### src/rtl/gpio_cfg_pkg.sv
// -----------------------------------------------------------------------------
// gpio_cfg_pkg : shared state encoding and pad-word constants for the loader
// Rev 1.0
// -----------------------------------------------------------------------------
`default_nettype none

package gpio_cfg_pkg;

  localparam int GPIO_NUM_IO   = 38;
  localparam int GPIO_CFG_BITS = 13;

  // Field positions inside one pad configuration word
  localparam int GPIO_MGMT_EN_BIT  = 0;
  localparam int GPIO_OUT_DIS_BIT  = 1;
  localparam int GPIO_HOLD_OVR_BIT = 2;
  localparam int GPIO_INP_DIS_BIT  = 3;
  localparam int GPIO_IB_MODE_BIT  = 4;
  localparam int GPIO_ANA_EN_BIT   = 5;
  localparam int GPIO_ANA_SEL_BIT  = 6;
  localparam int GPIO_ANA_POL_BIT  = 7;
  localparam int GPIO_SLOW_BIT     = 8;
  localparam int GPIO_TRIP_BIT     = 9;
  localparam int GPIO_DM_LSB       = 10;
  localparam int GPIO_DM_MSB       = 12;

  typedef enum logic [2:0] {
    S_IDLE     = 3'd0,
    S_FETCH    = 3'd1,
    S_CAPTURE  = 3'd2,
    S_SHIFT_LO = 3'd3,
    S_SHIFT_HI = 3'd4,
    S_LOAD     = 3'd5,
    S_DONE     = 3'd6
  } gpio_cfg_state_e;

  function automatic int clog2_min1(input int value);
    return (value > 1) ? $clog2(value) : 1;
  endfunction

endpackage

`default_nettype wire

### src/rtl/gpio_cfg_bitclk.sv
// -----------------------------------------------------------------------------
// gpio_cfg_bitclk : half-period divider, ticks on the last cycle of each phase
// Rev 1.0
// -----------------------------------------------------------------------------
`default_nettype none

module gpio_cfg_bitclk
  import gpio_cfg_pkg::*;
#(
  parameter int CLK_DIV = 2
) (
  input  logic clock,
  input  logic resetn,
  input  logic restart_i,
  output logic tick_o
);

  localparam int            CW     = clog2_min1(CLK_DIV);
  localparam logic [CW-1:0] RELOAD = CW'(CLK_DIV - 1);

  logic [CW-1:0] cnt_q;
  logic [CW-1:0] cnt_d;

  // Reloaded on every phase entry, then counts down and parks at zero.
  always_comb begin
    cnt_d = cnt_q;
    if (restart_i) begin
      cnt_d = RELOAD;
    end else if (cnt_q != '0) begin
      cnt_d = cnt_q - CW'(1);
    end
  end

  always_ff @(posedge clock) begin
    if (!resetn) begin
      cnt_q <= '0;
    end else begin
      cnt_q <= cnt_d;
    end
  end

  assign tick_o = (cnt_q == '0);

endmodule

`default_nettype wire

### src/rtl/gpio_cfg_loader.sv
// -----------------------------------------------------------------------------
// gpio_cfg_loader : fetches one word per pad and shifts it into the GPIO chain
// Rev 1.0
// -----------------------------------------------------------------------------
`default_nettype none

module gpio_cfg_loader
  import gpio_cfg_pkg::*;
#(
  parameter int NUM_IO   = GPIO_NUM_IO,
  parameter int CFG_BITS = GPIO_CFG_BITS,
  parameter int CLK_DIV  = 2
) (
  input  logic                            clock,
  input  logic                            resetn,
  input  logic                            start,
  output logic                            busy,
  output logic                            done,
  output logic [clog2_min1(NUM_IO)-1:0]   cfg_addr,
  input  logic [CFG_BITS-1:0]             cfg_data,
  output logic                            serial_clock,
  output logic                            serial_data,
  output logic                            serial_load
);

  localparam int            PW       = clog2_min1(NUM_IO);
  localparam int            BW       = clog2_min1(CFG_BITS);
  localparam logic [PW-1:0] PAD_LAST = PW'(NUM_IO - 1);
  localparam logic [BW-1:0] BIT_LAST = BW'(CFG_BITS - 1);

  gpio_cfg_state_e     state_q, state_d;
  logic [PW-1:0]       pad_q, pad_d;
  logic [BW-1:0]       bit_q, bit_d;
  logic [CFG_BITS-1:0] sreg_q, sreg_d;

  logic busy_q, busy_d;
  logic done_q, done_d;
  logic sclk_q, sclk_d;
  logic sdat_q, sdat_d;
  logic sload_q, sload_d;

  logic phase_restart;
  logic phase_tick;

  // Any state change starts a fresh divider period.
  assign phase_restart = (state_d != state_q);

  gpio_cfg_bitclk #(
    .CLK_DIV (CLK_DIV)
  ) u_bitclk (
    .clock     (clock),
    .resetn    (resetn),
    .restart_i (phase_restart),
    .tick_o    (phase_tick)
  );

  always_comb begin
    state_d = state_q;
    pad_d   = pad_q;
    bit_d   = bit_q;
    sreg_d  = sreg_q;

    unique case (state_q)
      S_IDLE: begin
        if (start) begin
          state_d = S_FETCH;
          pad_d   = PAD_LAST;
        end
      end
      S_FETCH: begin
        state_d = S_CAPTURE;
      end
      S_CAPTURE: begin
        sreg_d  = cfg_data;
        bit_d   = BIT_LAST;
        state_d = S_SHIFT_LO;
      end
      S_SHIFT_LO: begin
        if (phase_tick) begin
          state_d = S_SHIFT_HI;
        end
      end
      S_SHIFT_HI: begin
        if (phase_tick) begin
          sreg_d = sreg_q << 1;
          if (bit_q != '0) begin
            bit_d   = bit_q - BW'(1);
            state_d = S_SHIFT_LO;
          end else if (pad_q != '0) begin
            pad_d   = pad_q - PW'(1);
            state_d = S_FETCH;
          end else begin
            state_d = S_LOAD;
          end
        end
      end
      S_LOAD: begin
        if (phase_tick) begin
          state_d = S_DONE;
        end
      end
      S_DONE: begin
        state_d = S_IDLE;
      end
      default: begin
        state_d = S_IDLE;
      end
    endcase
  end

  // Outputs are derived from the next state so they line up with it once registered.
  always_comb begin
    busy_d  = (state_d != S_IDLE);
    done_d  = (state_d == S_DONE);
    sclk_d  = (state_d == S_SHIFT_HI);
    sload_d = (state_d == S_LOAD);
    sdat_d  = 1'b0;
    if ((state_d == S_SHIFT_LO) || (state_d == S_SHIFT_HI)) begin
      sdat_d = sreg_d[CFG_BITS-1];
    end
  end

  always_ff @(posedge clock) begin
    if (!resetn) begin
      state_q <= S_IDLE;
      pad_q   <= '0;
      bit_q   <= '0;
      sreg_q  <= '0;
      busy_q  <= 1'b0;
      done_q  <= 1'b0;
      sclk_q  <= 1'b0;
      sdat_q  <= 1'b0;
      sload_q <= 1'b0;
    end else begin
      state_q <= state_d;
      pad_q   <= pad_d;
      bit_q   <= bit_d;
      sreg_q  <= sreg_d;
      busy_q  <= busy_d;
      done_q  <= done_d;
      sclk_q  <= sclk_d;
      sdat_q  <= sdat_d;
      sload_q <= sload_d;
    end
  end

  assign busy         = busy_q;
  assign done         = done_q;
  assign cfg_addr     = pad_q;
  assign serial_clock = sclk_q;
  assign serial_data  = sdat_q;
  assign serial_load  = sload_q;

endmodule

`default_nettype wire
### config.mk
export PLATFORM = sky130hd
export DESIGN_NAME = gpio_cfg_loader
export DESIGN_NICKNAME = d
export VERILOG_FILES = /design/src/rtl/gpio_cfg_pkg.sv /design/src/rtl/gpio_cfg_bitclk.sv /design/src/rtl/gpio_cfg_loader.sv
export SDC_FILE = /design/constraint.sdc
export NUM_CORES = 1
export LEC_CHECK = 0
export CAP_MARGIN = 0
export CORE_MARGIN = 4
export CORE_UTILIZATION = 45
export DETAILED_ROUTE_END_ITERATION = 10
export PLACE_DENSITY = 0.81
export SYNTH_ARGS = -nofsm -noshare
export SYNTH_HDL_FRONTEND = slang
export SYNTH_SLANG_ARGS = --single-unit
### constraint.sdc
create_clock -name clock -period 3.5 [get_ports clock]
set_input_delay 1.05 -clock clock [delete_from_list [all_inputs] [get_ports clock]]
set_output_delay 1.05 -clock clock [all_outputs]
set_load 0.1 [all_outputs]
==> key figures, run 1 <==
Status
  • Status: finished clean

Global routing
  • Global Route Usage Sum: 16.6%
  • Vias in the first global route: around 1200
  • GRT busiest layer: met2
  • GR Util met1: between 10% and 20%
  • First-pass GRT wire length: 5.53 mm
  • GR met2 Demand/Resource: between 20 and 30%
  • GR Util met3: under 10%
  • Grt ovf: 0
  • Largest net degree at the start of global routing: 22
  • Antenna violations before repair: 0

Place
  • GPL Wtd Cong: ~0.76
  • I/O Buffers: 26
  • Final HPWL DP: approximately 2.4 mm

Synth
  • Register area share after synthesis: between 40 and 50%
  • Largest cells by area after synthesis: dfxtp_1, a21oi_1, a22oi_1
  • Avg Cell Area, Syn: about 8.5 µm²
  • Most common cell in the netlist: dfxtp_1
  • Yosys Warn Count: 0
  • Most frequent cells after synthesis: dfxtp_1, nand2_1, a21oi_1, a22oi_1, nor2_1
  • Post-synth top area share: between 40% and 50%
  • Cells after Synth: about 180
  • Top_reg_cell synth: dfxtp_1
  • Ys async rst share: 0%
  • Number of synthesized flops with an enable pin: 0
  • Cell taking the most area after synthesis: dfxtp_1
  • Synth Register Bits: 32
  • Synth unique cells: 39
  • Mapped Area: between 1500 and 2000 µm²
  • Net count after synthesis: ~200

Drt
  • Routed Antenna Nets: 0
  • DR WL/cell: 13.8 µm
  • Via count: ~1400
  • Router iterations before antenna repair: 4
  • Routed WL: around 3.4 mm
  • Via density: between 5 and 6
  • Initial DRC Count: 76
  • DRC viols: 0

Worst setup path
  • RR Endpoint: bit_q[1]
  • Reg-to-Reg Start: state_q[2]
  • Critical Path RT: roughly 3.8 ns
  • Startpoint Class: input pin
  • Worst Reg-to-Reg Cells: 5
  • Reg2Reg Setup Slack: roughly 1.2 ns
  • Worst setup EP type: flip-flop
  • Setup CP Type: input pin to flip-flop
  • WP data arrival: 2.60 ns
  • Crit Path Max Fanout: 19

Floorplan
  • CORE AREA: between 3000 and 4000 µm²
  • Die width: 66.1 µm
  • Rows: 20
  • Top Ports: 27
  • Die area: roughly 4400 µm²
  • Starting Density: 48.5%
  • Height of the die: between 60 and 70 µm

Clock network
  • CTS Sinks: 32
  • Clock slew at reported path FFs: around 0.10 ns
  • Clk buf depth: 2
  • Clock Tree Root: clkbuf_4
  • H-tree levels: 2
  • CTS tree: done
  • Post-CTS sizing: 0
  • Worst-Skew Late Latency: between 0.3 and 0.4 ns
  • TritonCTS Buffers: 5
  • Setup bufs post-CTS: 0
  • # hold bufs at CTS: 0

Finish
  • Total Nets Final: 220
  • Area Growth Syn to Fin: 19.9%
  • Layout cells sized above 1: between 10% and 20%
  • Ant. Diodes: 0

Power
  • Peak supply drop: 0.271 mV
  • Total power: 0.767 mW
  • P_leak: a little under 0.7 nW
  • Power density relative to cell area: about 420 nW/µm²

STA
  • Worst Clk Skew: 0.00427 ns
  • Hold Vio Cnt, Final: 0
  • FMAX: 427 MHz
  • RSZ-0062 raised after global routing: false
  • Fin crit period: around 2.3 ns
  • Setup_tns: 0 ns
  • Final Cycle Share: roughly 67%
  • Worst Max-Slew Pin Slew: around 0.84 ns
  • Slew margin rel.: approximately 44%
  • Slew Limit Fails: 0
  • Endpoints failing setup: 0

Min path
  • WHS Path Cells: 2
  • Hold path endpoint: sreg_q[7]
  • Hold Path Origin: sreg_q[7]
  • Min-Delay Path Class: flip-flop to flip-flop

Run
  • # Max-Cap Violations: 0
==> registers in the layout (all words and copies together), names as in the netlist <==
signal,count
serial_clock,1
cfg_addr,6
done,1
bit_q,4
state_q,3
serial_load,1
serial_data,1
u_bitclk.cnt_q,1
sreg_q,13
busy,1
==> metrics by stage <==
stage | setup WS, ns | cells | instance area (µm²) | hold slack [ns] | utilization (%)
floorplan | 1.14 | 178 | 1520 | 0.437 | -
global placement | 0.847 | 238 | 1770 | 0.442 | 56.6
detailed placement | 0.815 | 238 | 1770 | 0.450 | 56.6
CTS | 1.16 | 245 | 1820 | 0.463 | 58.1
global route | 0.991 | 245 | 1820 | 0.489 | 58.1
finish | 1.16 | 245 | 1820 | 0.463 | 58.1
==> cell families (layout without fill, tap and decap cells) <==
family	Yosys count	after routing	share of synthesized area (%)
simple gates	65	65	23.8
compound gates	59	59	26.2
flops	32	32	42.2
buf+inv	18	41	4.62
fa+ha+maj	3	3	2.48
mux	1	1	0.660
==> how the worst max path moves through the flow <==
stage                      from          end  slack (ns)  depth (start not counted)
floorplan           cfg_addr[0]  cfg_addr[5]        1.14                          6
global placement         resetn         busy        0.85                          3
detailed placement       resetn         busy        0.81                          3
CTS                      resetn         busy        1.16                          3
global route             resetn         busy        0.99                          3
finish                   resetn         busy        1.16                          3
==> cell type report <==
cell class	count	area (µm²)
clock inverters	1	5.00
flip-flops and latches	32	641
clock buffers	6	41.3
repair buffers	28	248
fillers	290	1310
well taps	44	55.1
inverters	6	22.5
multi-input cells	128	806
==> power breakdown <==
| part | total [mW] | internal (mW) | switching (mW) |
|---|---|---|---|
| clock network | 0.201 | 0.0739 | 0.127 |
| registers | 0.407 | 0.383 | 0.0244 |
| logic | 0.160 | 0.0581 | 0.102 |
==> layout by cell type, fill, tap and decap left out, types with 4 or more instances in the layout <==
master            n
a21oi_1          18
nand3_1           5
clkdlybuf4s50_1  15
buf_4            13
dfxtp_1          32
o21ai_0           9
nand2b_1          6
inv_1             5
nor2b_1           4
clkbuf_4          5
a22oi_1          12
nor2_1           12
nand2_1          19
==> per-layer routing <==
metal,share of wire (%),up-vias,routed length (µm)
met4,2.3,0,77
met1,43,658,1450
met5,0,-,0
met3,5.4,8,181
li1,-,690,-
met2,50,29,1680
==> worst max-delay path, cell delays in order <==
cell	delay, ns
clkdlybuf4s50_1	0.67
clkinv_1	0.52
a211oi_1	0.35
(Power assumes the default switching activity.)
==> run 2: changes to the inputs <==
- clock period: 3.5 -> 2.4 ns (I/O delays scaled with it)
==> run 2 against run 1 <==
Net effect:
- worst setup slack worse by 0.89 ns
- non-clock buffer count increased by 4
- count of clock-buffer cells in the layout did not move
- first-iteration DRC count up 51%
- total power increased by 61%
- register-to-register slack worse by 0.92 ns
- largest cell class unchanged
- highest routed layer unchanged
==> key figures, run 2 (same netlist as run 1, synthesis figures left out) <==
Status
  • Status: finished clean

Place
  • Placed Cells incl. Taps: between 200 and 250
  • GPL Wtd Cong: 0.812
  • I/O Buffers: 26
  • Pre-CTS setup slack: 0.327 ns
  • Final HPWL DP: approximately 2.5 mm
  • Post-DP Area: 1800 µm²

Drt
  • DRC viols: 0
  • Initial DRC Count: approximately 120
  • Routed Antenna Nets: 0
  • Met1 WL: ~1.5 mm
  • Via density: 5.56
  • Highest Signal Layer: met4
  • Routed WL: about 3.5 mm
  • Met3 WL: around 160 µm
  • Via count: 1390
  • DR WL/cell: roughly 14 µm
  • Met2 wire length: 1.75 mm
  • Router iterations before antenna repair: 5

Power
  • NetSw: between 0.3 and 0.4 mW
  • Total power: roughly 1.2 mW
  • Peak supply drop: 0.433 mV
  • Switch share: between 20% and 30%
  • Power density relative to cell area: between 600 and 700 nW/µm²
  • P_leak: about 0.72 nW
  • Comb pwr share: approximately 20%
  • Clock share of power: about a third
  • Pint: between 0.8 and 0.9 mW
  • Sequential fraction of design power: 47.7%

Worst setup path
  • WP data arrival: approximately 2.4 ns
  • Crit Path Max Fanout: 19
  • Critical Path RT: roughly 2.7 ns
  • Worst setup EP type: flip-flop
  • Critical Path Max Stage Delay: about 0.7 ns
  • Setup CP Type: flip-flop to flip-flop
  • CP cell instances: nor4b_4, buf_4, nor2_1, o21ai_0, a21oi_1
  • Startpoint Class: flip-flop
  • Critical-path top delay cell: nor2_1
  • Worst Reg-to-Reg Cells: 5

Floorplan
  • Die area: 4360 µm²
  • Height of the die: 66.1 µm
  • CORE AREA: approximately 3100 µm²
  • Top Ports: 27
  • Die width: about 66 µm
  • Starting Density: 48.5%
  • Rows: 20

Min path
  • WHS Path Cells: 2
  • Min-Delay Path Class: flip-flop to flip-flop

Finish
  • Layout fillers: about 260
  • Area Growth Syn to Fin: 23.8%
  • Top reg by flops: sreg_q
  • Largest register FFs: 13
  • Final cell count without fillers: 250
  • Final instance area: about 1900 µm²
  • Multi-input gate area: ~810 µm²
  • Post-layout util: between 60 and 70%
  • Layout cells sized above 1: between 10% and 20%
  • Register area: 641 µm²
  • Commonest cells after routing, fill and taps aside: dfxtp_1, nand2_1, a21oi_1
  • Commonest non-fill, non-tap cell in the layout: dfxtp_1
  • Total Nets Final: approximately 220
  • Ant. Diodes: 0

Global routing
  • Vias in the first global route: approximately 1300
  • First-pass GRT wire length: just under 6 mm
  • Antenna violations before repair: 0
  • Global Route Usage Sum: a little under a fifth
  • Grt ovf: 0
  • Largest net degree at the start of global routing: 21

Clock network
  • Clock Tree Root: clkbuf_4
  • CTS tree: done
  • Clock slew at reported path FFs: roughly 0.1 ns
  • CTS Sinks: 32
  • Clk buf depth: 2
  • Worst-Skew Late Latency: between 0.3 and 0.4 ns
  • TritonCTS Buffers: 5
  • Post-CTS sizing: 0
  • Setup bufs post-CTS: 0
  • H-tree levels: 2
  • # hold bufs at CTS: 0

STA
  • Hold Vio Cnt, Final: 0
  • Endpoints failing setup: 0
  • Worst Max-Slew Pin Slew: around 0.88 ns
  • FMAX: approximately 470 MHz
  • RSZ-0062 raised after global routing: false
  • Final Cycle Share: approximately nine tenths
  • Slew Limit Fails: 0
  • Final worst slack: 0.261 ns
  • Fin crit period: 2.14 ns
  • Slew margin rel.: between 40% and 50%
  • Final hold slack: around 0.46 ns
  • Worst Clk Skew: 0.00542 ns
  • Setup_tns: 0 ns

Run
  • # Max-Cap Violations: 0
-- run 2: changes by cell type in the layout (fill, tap and decap cells not counted) --
| cell | delta |
|---|---|
| buf_4 | +4 |
| bufinv_16 | +1 |
-- run 2: worst paths after layout --
| path | startpoint | to | slack (ns) |
|---|---|---|---|
| max reg2reg | state_q[1] | bit_q[1] | 0.26 |
| max | state_q[1] | bit_q[1] | 0.26 |
| min | sreg_q[3] | sreg_q[3] | 0.46 |
| min reg2reg | sreg_q[3] | sreg_q[3] | 0.46 |
-- run 2: critical path: cells and delay by family, from the launching register on --
family,cells,cell delay (ns)
simple gates,2,0.81
buf+inv,1,0.22
compound gates,2,0.43
flops,1,0.61
-- run 2: area by class of cell --
| type | count | area share (%) |
|---|---|---|
| Multi-Input combinational cell | 128 | 42.9 |
| Sequential cell | 32 | 34.1 |
| Timing Repair Buffer | 32 | 14.8 |
| Tap cell | 44 | 2.93 |
| Clock buffer | 6 | 2.20 |
| Clock inverter | 2 | 1.87 |
| Inverter | 6 | 1.20 |
-- run 2: power by group through the flow --
stage | clock (mW) | combinational [mW] | sequential, mW
floorplan | 0 | 0.123 | 0.649
global placement | 0 | 0.237 | 0.597
detailed placement | 0 | 0.245 | 0.600
CTS | 0.406 | 0.247 | 0.588
global route | 0.434 | 0.267 | 0.593
finish | 0.398 | 0.247 | 0.588
-- run 2: per-layer routing --
| metal | vias to the layer above | GRT usage (%) |
|---|---|---|
| li1 | 696 | - |
| met1 | 648 | 20.9 |
| met2 | 40 | 30.0 |
| met3 | 6 | 5.27 |
| met4 | 0 | 8.88 |
| met5 | - | 0 |
